File: src/rtl/mem_access_pkg.sv
// Shared definitions for the memory-access stage: bus widths, op codes,
// FSM state encoding, data-bus command payload and lane/byte-enable helpers.
// The optional MEM_ALIGN_EXC_EN build macro is consumed by mem_access.sv.
package mem_access_pkg;

  localparam int unsigned DataW    = 32;
  localparam int unsigned RegAddrW = 5;
  localparam int unsigned OpW      = 4;
  localparam int unsigned BeW      = 4;

  localparam logic [DataW-1:0]    ZeroWord  = DataW'(0);
  localparam logic [RegAddrW-1:0] RegAddr_0 = RegAddrW'(0);

  // Memory op codes; 9-15 are unused and behave as OP_NONE.
  localparam logic [OpW-1:0] OP_NONE = 4'd0;
  localparam logic [OpW-1:0] OP_LB   = 4'd1;
  localparam logic [OpW-1:0] OP_LBU  = 4'd2;
  localparam logic [OpW-1:0] OP_LH   = 4'd3;
  localparam logic [OpW-1:0] OP_LHU  = 4'd4;
  localparam logic [OpW-1:0] OP_LW   = 4'd5;
  localparam logic [OpW-1:0] OP_SB   = 4'd6;
  localparam logic [OpW-1:0] OP_SH   = 4'd7;
  localparam logic [OpW-1:0] OP_SW   = 4'd8;

  typedef enum logic [1:0] {
    S_IDLE = 2'd0,
    S_BUSY = 2'd1,
    S_DONE = 2'd2
  } state_e;

  // Data-bus command held stable for the whole transaction.
  typedef struct packed {
    logic             wr;
    logic [DataW-1:0] addr;
    logic [BeW-1:0]   be;
    logic [DataW-1:0] wdata;
  } dbus_cmd_t;

  function automatic logic is_mem(input logic [OpW-1:0] op);
    return (op >= OP_LB) && (op <= OP_SW);
  endfunction

  function automatic logic is_store(input logic [OpW-1:0] op);
    return (op == OP_SB) || (op == OP_SH) || (op == OP_SW);
  endfunction

  function automatic logic is_load(input logic [OpW-1:0] op);
    return (op >= OP_LB) && (op <= OP_LW);
  endfunction

  function automatic logic is_half(input logic [OpW-1:0] op);
    return (op == OP_LH) || (op == OP_LHU) || (op == OP_SH);
  endfunction

  function automatic logic is_word(input logic [OpW-1:0] op);
    return (op == OP_LW) || (op == OP_SW);
  endfunction

  // Big-endian lanes: offset 0 is the most significant byte.
  function automatic logic [BeW-1:0] be_for(input logic [OpW-1:0] op,
                                            input logic [1:0]     off);
    if (is_word(op))      return 4'b1111;
    else if (is_half(op)) return off[1] ? 4'b0011 : 4'b1100;
    else                  return 4'(4'b1000 >> off);
  endfunction

  function automatic logic [DataW-1:0] wdata_for(input logic [OpW-1:0]   op,
                                                 input logic [DataW-1:0] sd);
    case (op)
      OP_SB:   return {4{sd[7:0]}};
      OP_SH:   return {2{sd[15:0]}};
      default: return sd;
    endcase
  endfunction

endpackage

File: src/rtl/mem_align.sv
// Load-data lane selection and extension (combinational).
// Ports: op (load op code), offset (byte offset within word),
//        rdata (raw bus word), data (aligned, extended result).
module mem_align
  import mem_access_pkg::*;
(
  input  logic [OpW-1:0]   op,
  input  logic [1:0]       offset,
  input  logic [DataW-1:0] rdata,
  output logic [DataW-1:0] data
);

  logic [7:0]  byte_lane;
  logic [15:0] half_lane;

  // Lane pick: offset 0 is rdata[31:24].
  always_comb begin
    byte_lane = rdata[31:24];
    case (offset)
      2'd1:    byte_lane = rdata[23:16];
      2'd2:    byte_lane = rdata[15:8];
      2'd3:    byte_lane = rdata[7:0];
      default: byte_lane = rdata[31:24];
    endcase
    half_lane = offset[1] ? rdata[15:0] : rdata[31:16];
  end

  // Extension by op.
  always_comb begin
    data = ZeroWord;
    case (op)
      OP_LB:   data = {{24{byte_lane[7]}}, byte_lane};
      OP_LBU:  data = {24'd0, byte_lane};
      OP_LH:   data = {{16{half_lane[15]}}, half_lane};
      OP_LHU:  data = {16'd0, half_lane};
      OP_LW:   data = rdata;
      default: data = ZeroWord;
    endcase
  end

endmodule

File: src/rtl/mem_access.sv
// Memory-access pipeline stage: issues data-bus transactions for loads and
// stores, stalls earlier stages while the bus is busy and registers the
// writeback triple for mem_wb.
// Ports: clk, rst (async active-low); ex_mem inputs mem_result, mem_we,
//        mem_waddr, mem_op, store_data; dbus_* request/response; wb_*
//        writeback; stall_req (combinational); exc_adel/exc_ades/bad_vaddr.
// Build option: define MEM_ALIGN_EXC_EN to raise address-error exceptions on
// misaligned half/word accesses instead of masking the low address bits.
module mem_access
  import mem_access_pkg::*;
(
  input  logic                clk,
  input  logic                rst,
  input  logic [DataW-1:0]    mem_result,
  input  logic                mem_we,
  input  logic [RegAddrW-1:0] mem_waddr,
  input  logic [OpW-1:0]      mem_op,
  input  logic [DataW-1:0]    store_data,
  output logic                dbus_req,
  output logic                dbus_wr,
  output logic [DataW-1:0]    dbus_addr,
  output logic [BeW-1:0]      dbus_be,
  output logic [DataW-1:0]    dbus_wdata,
  input  logic                dbus_ack,
  input  logic [DataW-1:0]    dbus_rdata,
  output logic [DataW-1:0]    wb_result,
  output logic                wb_we,
  output logic [RegAddrW-1:0] wb_waddr,
  output logic                stall_req,
  output logic                exc_adel,
  output logic                exc_ades,
  output logic [DataW-1:0]    bad_vaddr
);

  state_e               state, state_nxt;
  dbus_cmd_t            cmd_q, cmd_nxt;
  logic                 req_q, req_nxt;
  logic [OpW-1:0]       op_q, op_nxt;
  logic [1:0]           off_q, off_nxt;
  logic [DataW-1:0]     wb_result_nxt;
  logic                 wb_we_nxt;
  logic [RegAddrW-1:0]  wb_waddr_nxt;
  logic                 exc_adel_nxt, exc_ades_nxt;
  logic [DataW-1:0]     bad_vaddr_nxt;
  logic                 mem_valid, mem_go;
  logic [1:0]           eff_off;
  logic [DataW-1:0]     load_data;

  assign mem_valid = is_mem(mem_op);

`ifdef MEM_ALIGN_EXC_EN
  logic misaligned;
  assign misaligned = (is_half(mem_op) && mem_result[0]) ||
                      (is_word(mem_op) && (mem_result[1:0] != 2'b00));
  // A misaligned access traps in IDLE and never starts a transaction.
  assign mem_go = mem_valid && !misaligned;
`else
  assign mem_go = mem_valid;
`endif

  // Offset masked to the access size.
  assign eff_off = is_word(mem_op) ? 2'b00 :
                   is_half(mem_op) ? {mem_result[1], 1'b0} : mem_result[1:0];

  assign stall_req = ((state == S_IDLE) && mem_go) || (state == S_BUSY);

  mem_align u_align (
    .op     (op_q),
    .offset (off_q),
    .rdata  (dbus_rdata),
    .data   (load_data)
  );

  // Next-state and next register values.
  always_comb begin
    state_nxt     = state;
    cmd_nxt       = cmd_q;
    req_nxt       = req_q;
    op_nxt        = op_q;
    off_nxt       = off_q;
    wb_result_nxt = wb_result;
    wb_we_nxt     = wb_we;
    wb_waddr_nxt  = wb_waddr;
    exc_adel_nxt  = 1'b0;
    exc_ades_nxt  = 1'b0;
    bad_vaddr_nxt = bad_vaddr;
    case (state)
      S_IDLE: begin
        if (mem_go) begin
          state_nxt = S_BUSY;
          req_nxt   = 1'b1;
          cmd_nxt   = '{wr:    is_store(mem_op),
                        addr:  {mem_result[31:2], 2'b00},
                        be:    be_for(mem_op, eff_off),
                        wdata: wdata_for(mem_op, store_data)};
          op_nxt    = mem_op;
          off_nxt   = eff_off;
          wb_we_nxt = 1'b0;
        end
`ifdef MEM_ALIGN_EXC_EN
        else if (mem_valid) begin
          exc_adel_nxt  = is_load(mem_op);
          exc_ades_nxt  = is_store(mem_op);
          bad_vaddr_nxt = mem_result;
          wb_we_nxt     = 1'b0;
        end
`endif
        else begin
          wb_result_nxt = mem_result;
          wb_we_nxt     = mem_we;
          wb_waddr_nxt  = mem_waddr;
        end
      end
      S_BUSY: begin
        if (dbus_ack) begin
          state_nxt     = S_DONE;
          req_nxt       = 1'b0;
          wb_result_nxt = cmd_q.wr ? ZeroWord : load_data;
          wb_we_nxt     = mem_we;
          wb_waddr_nxt  = mem_waddr;
        end else begin
          wb_we_nxt = 1'b0;
        end
      end
      S_DONE: begin
        // Same instruction is still presented; drop it.
        state_nxt = S_IDLE;
        wb_we_nxt = 1'b0;
      end
      default: begin
        state_nxt = S_IDLE;
        req_nxt   = 1'b0;
        wb_we_nxt = 1'b0;
      end
    endcase
  end

  always_ff @(posedge clk or negedge rst) begin
    if (!rst) begin
      state     <= S_IDLE;
      cmd_q     <= '0;
      req_q     <= 1'b0;
      op_q      <= OP_NONE;
      off_q     <= 2'b00;
      wb_result <= ZeroWord;
      wb_we     <= 1'b0;
      wb_waddr  <= RegAddr_0;
      exc_adel  <= 1'b0;
      exc_ades  <= 1'b0;
      bad_vaddr <= ZeroWord;
    end else begin
      state     <= state_nxt;
      cmd_q     <= cmd_nxt;
      req_q     <= req_nxt;
      op_q      <= op_nxt;
      off_q     <= off_nxt;
      wb_result <= wb_result_nxt;
      wb_we     <= wb_we_nxt;
      wb_waddr  <= wb_waddr_nxt;
      exc_adel  <= exc_adel_nxt;
      exc_ades  <= exc_ades_nxt;
      bad_vaddr <= bad_vaddr_nxt;
    end
  end

  assign dbus_req   = req_q;
  assign dbus_wr    = cmd_q.wr;
  assign dbus_addr  = cmd_q.addr;
  assign dbus_be    = cmd_q.be;
  assign dbus_wdata = cmd_q.wdata;

endmodule

File: config.mk
export PLATFORM = sky130hd
export DESIGN_NAME = mem_access
export DESIGN_NICKNAME = d
export VERILOG_FILES = /design/src/rtl/mem_access_pkg.sv /design/src/rtl/mem_align.sv /design/src/rtl/mem_access.sv
export SDC_FILE = /design/constraint.sdc
export NUM_CORES = 1
export LEC_CHECK = 0
export CORE_MARGIN = 2
export CORE_UTILIZATION = 25
export DETAILED_ROUTE_END_ITERATION = 7
export SYNTH_ARGS = -nofsm -noshare
export SYNTH_HDL_FRONTEND = slang
export SYNTH_HIERARCHICAL = 1
export SYNTH_SLANG_ARGS = --single-unit
File: constraint.sdc
create_clock -name clk -period 2.4 [get_ports clk]
set_input_delay 0.36 -clock clk [delete_from_list [all_inputs] [get_ports clk]]
set_output_delay 0.36 -clock clk [all_outputs]
set_load 0.01 [all_outputs]
# --- Word-level counts from Yosys, hierarchy flattened ---
# Index checks and enable logic that the tools add are counted.
totals:
  ff_bits: 114
  in_bits: 109
  out_inout_bits: 143
classes:
  magnitude_cmp: 2
  eq_ne: 19
  n_shift: 1
  muxes: 25
  bitwise: 1
  n_reduce_logical: 14
ops:
  columns: ["op", "count"]
  rows:
  - ["32-bit one-hot mux with 5 select lines", 1]
  - ["32-bit one-hot mux with 2 select lines", 2]
  - ["32-bit 2-to-1 mux", 3]
  - ["4-bit by 3-bit equality test with 1-bit output (second input constant)", 6]
  - ["8-bit one-hot mux with 3 select lines", 1]
  - ["16-bit 2-to-1 mux", 1]
  - ["4-bit by 2-bit equality test with 1-bit output (second input constant)", 3]
  - ["4-bit 2-to-1 mux", 3]
  - ["5-bit 2-to-1 mux", 2]
  - ["5-bit one-hot mux with 2 select lines", 1]
  - ["2-bit equality test (second input constant)", 3]
  - ["1-bit logical OR", 6]
  - ["2-bit 2-to-1 mux", 3]
  - ["2-bit inequality test (second input constant)", 3]
  - ["3-bit AND reduction", 2]
  - ["1-bit 2-to-1 mux", 5]
  - ["2-bit by 1-bit equality test with 1-bit output (second input constant)", 2]
  - ["4-bit by 1-bit equality test with 1-bit output (second input constant)", 1]
  - ["4-bit equality test (second input constant)", 1]
  - ["4-bit by 1-bit greater-or-equal comparator with 1-bit output (second input constant)", 1]
  - ["4-bit <= comparator (second input constant)", 1]
  - ["2-bit one-hot mux with 2 select lines", 1]
  - ["2-bit AND reduction", 2]
  - ["4-bit by 2-bit right shift with 4-bit output (first input constant)", 1]
  - ["6 further kinds", 7]

# --- Logic depth before layout (Yosys ltp) ---
# Gate-level depths: netlist (run 1).
logic_depth:
  depth_word: 8
  ltp_mapped: 9
  ltp_nobuf: 6

# --- Modules after synthesis ---
# Netlist (run 1), hierarchy kept.
modules_own_cells:
  columns: ["module", "instances", "cells_per_inst", "area_per_inst_um2"]
  rows:
  - ["mem_access", 1, 550, 5288.8]
  - ["mem_align", 1, 103, 729.4]

# --- Worst setup path after synthesis (run 1) ---
# No wires, ideal clock.
synth_timing:
  kind: "input port to output port"
  from: "in mem_op[0]"
  to: "out stall_req"
  arrival_time_ns: 1.695
  required_time_ns: 2.040
  slack_ns: 0.345
  path_stages: 6
  n_path_buf: 3
  cell_sequence: "buf_6 or4_4 nand3_1 buf_2 clkbuf_1 nand2_1"
synth_between:
  elab_chain_len: 4
  word_cells_on_any_way: 5
  classes_between: "order compare: 2; reduce/logical: 3"
synth_lines:
  columns: ["item", "line", "rtl"]
  rows:
  - ["start: declaration", "mem_access.sv:17", "input logic [OpW-1:0] mem_op,"]
  - ["4-bit by 1-bit greater-or-equal comparator with 1-bit output or 4-bit <= comparator (tied branches)", "mem_access_pkg.sv:40", "return (op >= OP_LB) && (op <= OP_SW);"]
  - ["1-bit logical AND *", "mem_access_pkg.sv:40", null]
  - ["1-bit logical AND *", "mem_access.sv:65", "assign stall_req = ((state == S_IDLE) && mem_go) || (state == S_BUSY);"]
  - ["1-bit logical OR *", "mem_access.sv:65", null]
  - ["end: declaration", "mem_access.sv:29", "output logic stall_req,"]
# Mark *: on every way between the ends. The rest lies on a longest branch, timed or not.

# --- Worst setup path in the final report (run 1) ---
# Same ends and word-level chain as after synthesis.

==> metrics.txt, run 1 <==
final setup TNS 0 ns; die extent in x 159 um; Final Cell Area 9230 um2; area of the multi-input gates 2690 um2; post-synthesis cell area 6020 um2; maximum vdd drop 0.000430 V; Tot GR Track Use 16.0%; Clock transition at path regs 0.06 ns; total grt overflow 0; drc violations 0; DRT Pass-1 Iters 4; Clk pwr share 23.3%; Placed Area 8590 um2; core box area 23500 um2; die area 25300 um2; max-cap viol count 0; ys async rst share 100%; die span in y 159 um; gpl congestion 0.825; Seq pwr share 29.2%; Comb pwr share 47.5%; Netlist cell types 48; ANT nets after route 0; routed vias 5431; NetSw 0.00418 W; worst slack at placement -0.146 ns; Worst Hold Class in -> async; fin cells 1208; WL/cell 16.6 um; row count 56; Syn-to-layout area delta 53.4%; layout cell share with drive strength beyond 1 13.6%; grt peak-use layer met2; CP Data Arrival Time 1.89 ns; GR Layer Usage met1 20.6%; Initial Util 25.6%; CTS max path bufs 2; Internal Power 0.00764 W; Mean Syn Cell Area 9.22 um2; FF/Latch Area 2850 um2; Final Hold Fails 0; Worst Hold Margin 0.461 ns; critical path peak fanout 3; Starting DRT DRC Count 279; Slew @ Worst Pin 0.545 ns; EDFF count, synth 0; Critical Path Source Type input pin; CTS tree built; leakage power 3.92 nW; DR vias/cell 4.50; power density over the cells 1280 nW/um2; WS Path Type in -> out; Final Net Count 985; setup bufs post-CTS 0; vias in the first global route 5453; n_diodes 0; fmax 445 MHz; CP Capture Type primary output; number of fill cells 2426; Final Skew 0.00737 ns; Synthesis Warnings 6; worst skew pair latency 0.42 ns; I/O pin total 252; Slew Viols, Final 0; pin count of the biggest net entering global routing 78; Placed Cells 1175; H-tree levels 4; Switching Fraction 35.4%; Mapped Cells 653; register area share after synthesis 47.4%; global-route wire length before repair 31600 um; final setup margin 0.153 ns; Port-buffer cells 215; RSZ-0062 raised after global routing false; min Tclk post-route 2.25 ns; ys flop type dfrtp_1; root buffer selected by CTS clkbuf_16; Synth Register Bits 114; initial antenna violation count 0; final setup fails 0; GRT met3 Usage 3.05%; Detailed Place HPWL 15200 um; TritonCTS buffer count 17; clk sink count 114; outcome completed; WP data required 2.04 ns; grt met2 use 25.6%; Total Wirelength 20100 um; Final Cycle Share 93.6%; slew margin rel. 63.5%
## routing by layer
| metal | share of wire, % | up-vias |
|---|---|---|
| met5 | 0 | - |
| met4 | 3.7 | 0 |
| met2 | 47 | 178 |
| met3 | 4.4 | 39 |
| met1 | 45 | 2575 |
| li1 | - | 2639 |
## per-stage QoR
stage,utilization [%],power (W)
after floorplan,-,0.00616
after global placement,36.5,0.00909
after detailed placement,36.5,0.00916
after CTS,39.2,0.0120
after global routing,39.2,0.0126
final,39.2,0.0118
## critical path, stage by stage
cell and delay (ns):
clkdlybuf4s50_1 0.44, buf_4 0.15, o31ai_1 0.29, buf_4 0.18, nand3_4 0.05, nand2_1 0.08, dlygate4sd2_1 0.33
## logic make-up (layout without fill, tap and decap cells)
family / Yosys count / count (layout) / share of synthesized area [%]
simple gates: 205 / 205 / 14.1
flops: 114 / 114 / 47.4
fa+ha+maj: 1 / 1 / 0.166
compound gates: 165 / 165 / 19.1
mux: 47 / 47 / 8.32
xor+xnor: 1 / 1 / 0.146
buf+inv: 119 / 320 / 10.7
other cells: 1 / 36 / 0.0623
## placed cells by master, fill, tap and decap left out, types with 9 or more instances in the layout
cell | Yosys | layout
conb_1 | 1 | 36
clkbuf_16 | 0 | 17
mux2_2 | 14 | 14
o221a_2 | 28 | 28
o21ai_0 | 92 | 92
inv_1 | 36 | 36
mux2i_1 | 32 | 32
nand2_1 | 175 | 175
buf_4 | 37 | 30
clkdlybuf4s50_1 | 0 | 213
a221o_1 | 9 | 9
dfrtp_1 | 114 | 114
## power by group through the flow
stage | logic [W] | registers [W] | clock network [W]
after floorplan | 0.00237 | 0.00378 | 0
after global placement | 0.00560 | 0.00349 | 0
after detailed placement | 0.00568 | 0.00349 | 0
after CTS | 0.00568 | 0.00347 | 0.00280
after global routing | 0.00610 | 0.00359 | 0.00290
final | 0.00562 | 0.00345 | 0.00275
## worst paths after layout
check	from	to	slack [ns]	cells after the start
hold reg to reg	dbus_req$_DFFE_PN0P_	dbus_req$_DFFE_PN0P_	0.47	2
min in group clk	dbus_req$_DFFE_PN0P_	dbus_req$_DFFE_PN0P_	0.47	2
max in group asynchronous	rst	dbus_addr[16]$_DFFE_PN0P_	1.31	3
setup reg to reg	op_q[1]$_DFFE_PN0P_	wb_result[23]$_DFFE_PN0P_	0.32	8
setup / recovery	mem_op[0]	stall_req	0.15	7
hold / removal	rst	dbus_wdata[26]$_DFFE_PN0P_	0.46	2
## flip-flops by register name, indices dropped and copies added, names as in the netlist
register	count
dbus_be	4
op_q	4
dbus_addr	30
off_q	2
dbus_wr	1
state	2
dbus_req	1
wb_result	32
dbus_wdata	32
wb_waddr	5
wb_we	1
## cell usage after synthesis (all sizes together) (2+ instances only)
cell type	instances	share of area [%]
mux2i	32	5.3
mux2	14	2.6
dfrtp	114	47
a21oi	7	0.58
or3	3	0.31
a221o	9	1.5
a32oi	7	1.0
o31ai	2	0.25
and3b	2	0.29
nor3	3	0.25
inv	36	2.2
and3	2	0.23
o221a	32	6.0
buf	53	6.6
o22a	4	0.58
o21ai	97	8.1
and2	2	0.21
nor2b	2	0.21
nand2	175	11
nor2	8	0.50
clkbuf	30	1.9
## repair_timing
item                       CTS  global route
setup endpoints to repair    1             0
hold buffers                 1             0
hold endpoints to repair    34             0
resized for setup            1             0
## layout make-up
cell class,count,area share (%)
Tap cell,319,4.32
Clock buffer,20,4.95
Multi-Input combinational cell,455,29.2
Sequential cell,114,30.9
Clock inverter,12,1.96
Inverter,36,1.46
Timing Repair Buffer,252,27.2
(Power assumes the default switching activity.)
==> run 2: changes to the inputs <==
--- a/config.mk
+++ b/config.mk
@@ -6,8 +6,9 @@
 export NUM_CORES = 1
 export LEC_CHECK = 0
 export CORE_MARGIN = 2
-export CORE_UTILIZATION = 25
+export CORE_UTILIZATION = 43
 export DETAILED_ROUTE_END_ITERATION = 7
+export PLACE_DENSITY = 0.81
 export SYNTH_ARGS = -nofsm -noshare
 export SYNTH_HDL_FRONTEND = slang
 export SYNTH_HIERARCHICAL = 1
==> run 2 against run 1 <==
Fmax rose by 1.1%. Power fell by 2.7%. Clock-buffer cell count rose by 2. Sequential power barely moved. Wire length fell by 12%. Sequential share of layout area rose by 1.0 points. Clock skew barely moved. Critical path depth fell by 2. Worst hold slack got worse by 0.11 ns. Final area fell by 3.2%. Global-route usage rose by 8.1 points. Utilization rose by 26 points.
==> metrics.txt, run 2 (synthesis results as in run 1) <==
Internal Power 0.00751 W; Final Net Count 975; DRT Pass-1 Iters 5; ANT nets after route 0; power density over the cells 1290 nW/um2; Total Wirelength 17700 um; root buffer selected by CTS clkbuf_16; core box area 13800 um2; R2R depth 7; Switching Fraction 34.8%; CP Data Arrival Time 1.86 ns; Clk pwr share 22.4%; commonest non-fill, non-tap cell in the layout clkdlybuf4s50_1; n_diodes 0; die area 15000 um2; Clock transition at path regs 0.06 ns; slew margin rel. 66.6%; slowest cell on the critical path or4_4; global-route wire length before repair 27900 um; CTS tree built; die extent in x 122 um; Worst Hold Margin 0.348 ns; Final Cycle Share 92.6%; final setup TNS 0 ns; CTS max path bufs 2; Final Hold Fails 0; DR vias/cell 5.15; Crit path largest cell delay 0.59 ns; Initial Util 43.7%; Placed Area 8330 um2; Slew Viols, Final 0; worst path cell trace clkdlybuf4s50_1, or4_4, nand3_4, nand2_1, dlygate4sd2_1; Final Skew 0.00688 ns; Tot GR Track Use 24.1%; WP buf/inv 2; RSZ-0062 raised after global routing false; Detailed Place HPWL 12900 um; WS Path Type in -> out; Final Cell Area 8940 um2; WL/cell 16.7 um; NetSw 0.00401 W; drc violations 0; Slew @ Worst Pin 0.501 ns; critical path peak fanout 3; leakage power 3.87 nW; Critical Path Source Type input pin; I/O pin total 252; utilization after layout 64.9%; commonest non-fill, non-tap cells in the layout 213 x clkdlybuf4s50_1, 175 x nand2_1, 114 x dfrtp_1, 92 x o21ai_0; WP data required 2.04 ns; final setup fails 0; max-cap viol count 0; Comb pwr share 47.3%; min Tclk post-route 2.22 ns; pin count of the biggest net entering global routing 74; maximum vdd drop 0.000516 V; Seq pwr share 30.3%; Syn-to-layout area delta 48.5%; crit-path leading delay family buffers and inverters; routed vias 5452; Starting DRT DRC Count 330; initial antenna violation count 0; TritonCTS buffer count 17; H-tree levels 4; row count 43; vias in the first global route 5238; die span in y 122 um; outcome completed; fmax 450 MHz; layout cell share with drive strength beyond 1 12.5%; CP Capture Type primary output; gpl congestion 0.863; Tot Pwr 0.0115 W; critical path depth in cells 5; worst skew pair latency 0.41 ns; clk sink count 114; Worst Hold Class in -> async; total grt overflow 0; Port-buffer cells 215
run 2: what timing repair did:
item                                    in CTS  in global routing
hold endpoints to repair                    14                  0
gates resized for setup                      1                  0
hold buffers                                 1                  0
buffers inserted                             0                  0
endpoints found under the setup margin       1                  0
run 2: area by class of cell:
cell class / count / area (um2)
sequential: 114 / 2850
inverter: 36 / 135
clock inverter: 10 / 131
fill: 1150 / 4830
clock buffer: 22 / 474
tap: 180 / 225
multi-input combinational: 455 / 2690
timing repair buffer: 242 / 2430
run 2: worst paths after layout:
check,slack (ns),endpoint,startpoint
max in group asynchronous,1.36,wb_result[11]$_DFFE_PN0P_,rst
max reg2reg,0.48,wb_result[31]$_DFFE_PN0P_,op_q[3]$_DFFE_PN0P_
max,0.18,stall_req,mem_op[0]
min reg2reg,0.47,dbus_addr[9]$_DFFE_PN0P_,dbus_addr[9]$_DFFE_PN0P_
min,0.35,dbus_wdata[30]$_DFFE_PN0P_,rst
min in group clk,0.47,dbus_addr[9]$_DFFE_PN0P_,dbus_addr[9]$_DFFE_PN0P_
run 2: power by group through the flow:
stage | registers (W) | logic, W | clock network, W
6_report | 0.00348 | 0.00545 | 0.00258
3_3_place_gp | 0.00348 | 0.00534 | 0
2_1_floorplan | 0.00378 | 0.00237 | 0
3_5_place_dp | 0.00350 | 0.00547 | 0
4_1_cts | 0.00348 | 0.00548 | 0.00262
5_1_grt | 0.00360 | 0.00593 | 0.00271
run 2: layer usage:
layer | global-route usage [%] | up-vias | part of all wire, %
met4 | 11.0 | 0 | 2.7
li1 | - | 2615 | -
met3 | 4.97 | 32 | 5.7
met5 | 0 | - | 0
met1 | 31.6 | 2624 | 43
met2 | 38.3 | 181 | 49
run 2: metrics by stage:
step / std cells / setup slack (ns)
finish: 1059 / 0.177
global route: 1059 / 0.136
CTS: 1059 / 0.174
detailed placement: 1026 / -0.0575
global placement: 1026 / -0.0302
floorplan: 688 / 0.345
==> run 3: changes to the inputs <==
--- a/config.mk
+++ b/config.mk
@@ -7,6 +7,7 @@
 export LEC_CHECK = 0
 export CORE_MARGIN = 2
 export CORE_UTILIZATION = 43
+export CTS_BUF_LIST = sky130_fd_sc_hd__clkbuf_4 sky130_fd_sc_hd__clkbuf_8 sky130_fd_sc_hd__clkbuf_16
 export DETAILED_ROUTE_END_ITERATION = 7
 export PLACE_DENSITY = 0.81
 export SYNTH_ARGS = -nofsm -noshare
==> run 3 against run 2 <==
Sequential power is essentially flat. Register-to-register slack is essentially flat. Sequential share of layout area is essentially flat. Clock skew is essentially flat. Worst hold slack gained 0.0016 ns. Cell count is the same. Sequential cell count is the same. Die area is the same. Fmax is essentially flat.
==> metrics.txt, run 3 (synthesis results as in run 1) <==
outcome completed; worst path cell trace clkdlybuf4s50_1, or4_4, nand3_4, nand2_1, dlygate4sd2_1; vias in the first global route 5237; Slew Viols, Final 0; CTS tree built; CTS max path bufs 2; Crit path largest cell delay 0.59 ns; slowest cell on the critical path or4_4; drc violations 0; max-cap viol count 0; min Tclk post-route 2.22 ns; Port-buffer cells 215; H-tree levels 4; commonest non-fill, non-tap cell in the layout clkdlybuf4s50_1; DR vias/cell 5.14; Total Wirelength 17700 um; worst skew pair latency 0.41 ns; die extent in x 122 um; final setup TNS 0 ns; row count 43; Final Net Count 975; initial antenna violation count 0; Initial Util 43.7%; commonest non-fill, non-tap cells in the layout 213 x clkdlybuf4s50_1, 175 x nand2_1, 114 x dfrtp_1, 92 x o21ai_0; Final Skew 0.00737 ns; fin cells 1059; Final Hold Fails 0; gpl congestion 0.863; layout cell share with drive strength beyond 1 12.7%; WP data required 2.04 ns; Critical Path Source Type input pin; WS Path Type in -> out; Final Cycle Share 92.5%; WL/cell 16.7 um; Tot GR Track Use 24.1%; CP Capture Type primary output; RSZ-0062 raised after global routing false; CP Data Arrival Time 1.86 ns; n_diodes 0; Syn-to-layout area delta 48.7%; R2R depth 7; pin count of the biggest net entering global routing 74; die area 15000 um2; Detailed Place HPWL 12900 um; root buffer selected by CTS clkbuf_16; Placed Area 8330 um2; fmax 450 MHz; total grt overflow 0; core box area 13800 um2; final setup fails 0; Clock transition at path regs 0.05 ns; DRT Pass-1 Iters 5; global-route wire length before repair 27900 um; ANT nets after route 0; maximum vdd drop 0.000514 V; leakage power 3.88 nW; routed vias 5445; Worst Hold Class in -> async; Tot Pwr 0.0115 W; Final Cell Area 8950 um2; Starting DRT DRC Count 347; critical path peak fanout 3; TritonCTS buffer count 17; I/O pin total 252; die span in y 122 um; clk sink count 114; Placed Cells 1026; power density over the cells 1290 nW/um2
-- run 3: final cells by class --
type	instances	area [um2]
Clock inverter	10	131
Inverter	36	135
Multi-Input combinational cell	455	2690
Timing Repair Buffer	242	2430
Tap cell	180	225
Clock buffer	22	482
Sequential cell	114	2850
Fill cell	1150	4830
-- run 3: through the flow --
step | setup slack [ns] | utilization, % | hold slack [ns]
after floorplan | 0.345 | - | 0.0644
after global placement | -0.0302 | 60.4 | 0.234
after detailed placement | -0.0575 | 60.4 | 0.232
after CTS | 0.174 | 65.0 | 0.330
after global routing | 0.136 | 65.0 | 0.357
final | 0.179 | 65.0 | 0.350
-- run 3: timing repair --
action                                  CTS  global route
setup buffers                             0             0
endpoints found under the setup margin    1             0
endpoints found under the hold margin    14             0
gates resized for setup                   1             0
hold buffers                              1             0
-- run 3: power by group --
| part | internal [W] | switching (W) |
|---|---|---|
| sequential | 0.00286 | 0.000625 |
| clock | 0.00173 | 0.000875 |
| combinational | 0.00294 | 0.00250 |
-- run 3: path summary, 6_finish.rpt --
kind | start | endpoint | slack (ns)
max reg2reg | op_q[3]$_DFFE_PN0P_ | wb_result[31]$_DFFE_PN0P_ | 0.48
min in group clk | dbus_addr[9]$_DFFE_PN0P_ | dbus_addr[9]$_DFFE_PN0P_ | 0.47
max in group asynchronous | rst | wb_result[11]$_DFFE_PN0P_ | 1.36
max | mem_op[0] | stall_req | 0.18
min | rst | dbus_wdata[30]$_DFFE_PN0P_ | 0.35
min reg2reg | dbus_addr[9]$_DFFE_PN0P_ | dbus_addr[9]$_DFFE_PN0P_ | 0.47
-- run 3: critical path: cells and delay by family --
| family | cells | cell delay [ns] |
|---|---|---|
| buffers and inverters | 2 | 0.75 |
| and+or+nand+nor | 3 | 0.74 |
-- run 3: per-layer routing --
metal	vias to the layer above	part of all wire, %	global-route usage (%)
met1	2634	43	31.6
met2	164	49	38.3
met3	30	5.5	4.97
met5	-	0	0
li1	2617	-	-
met4	0	2.6	11.0
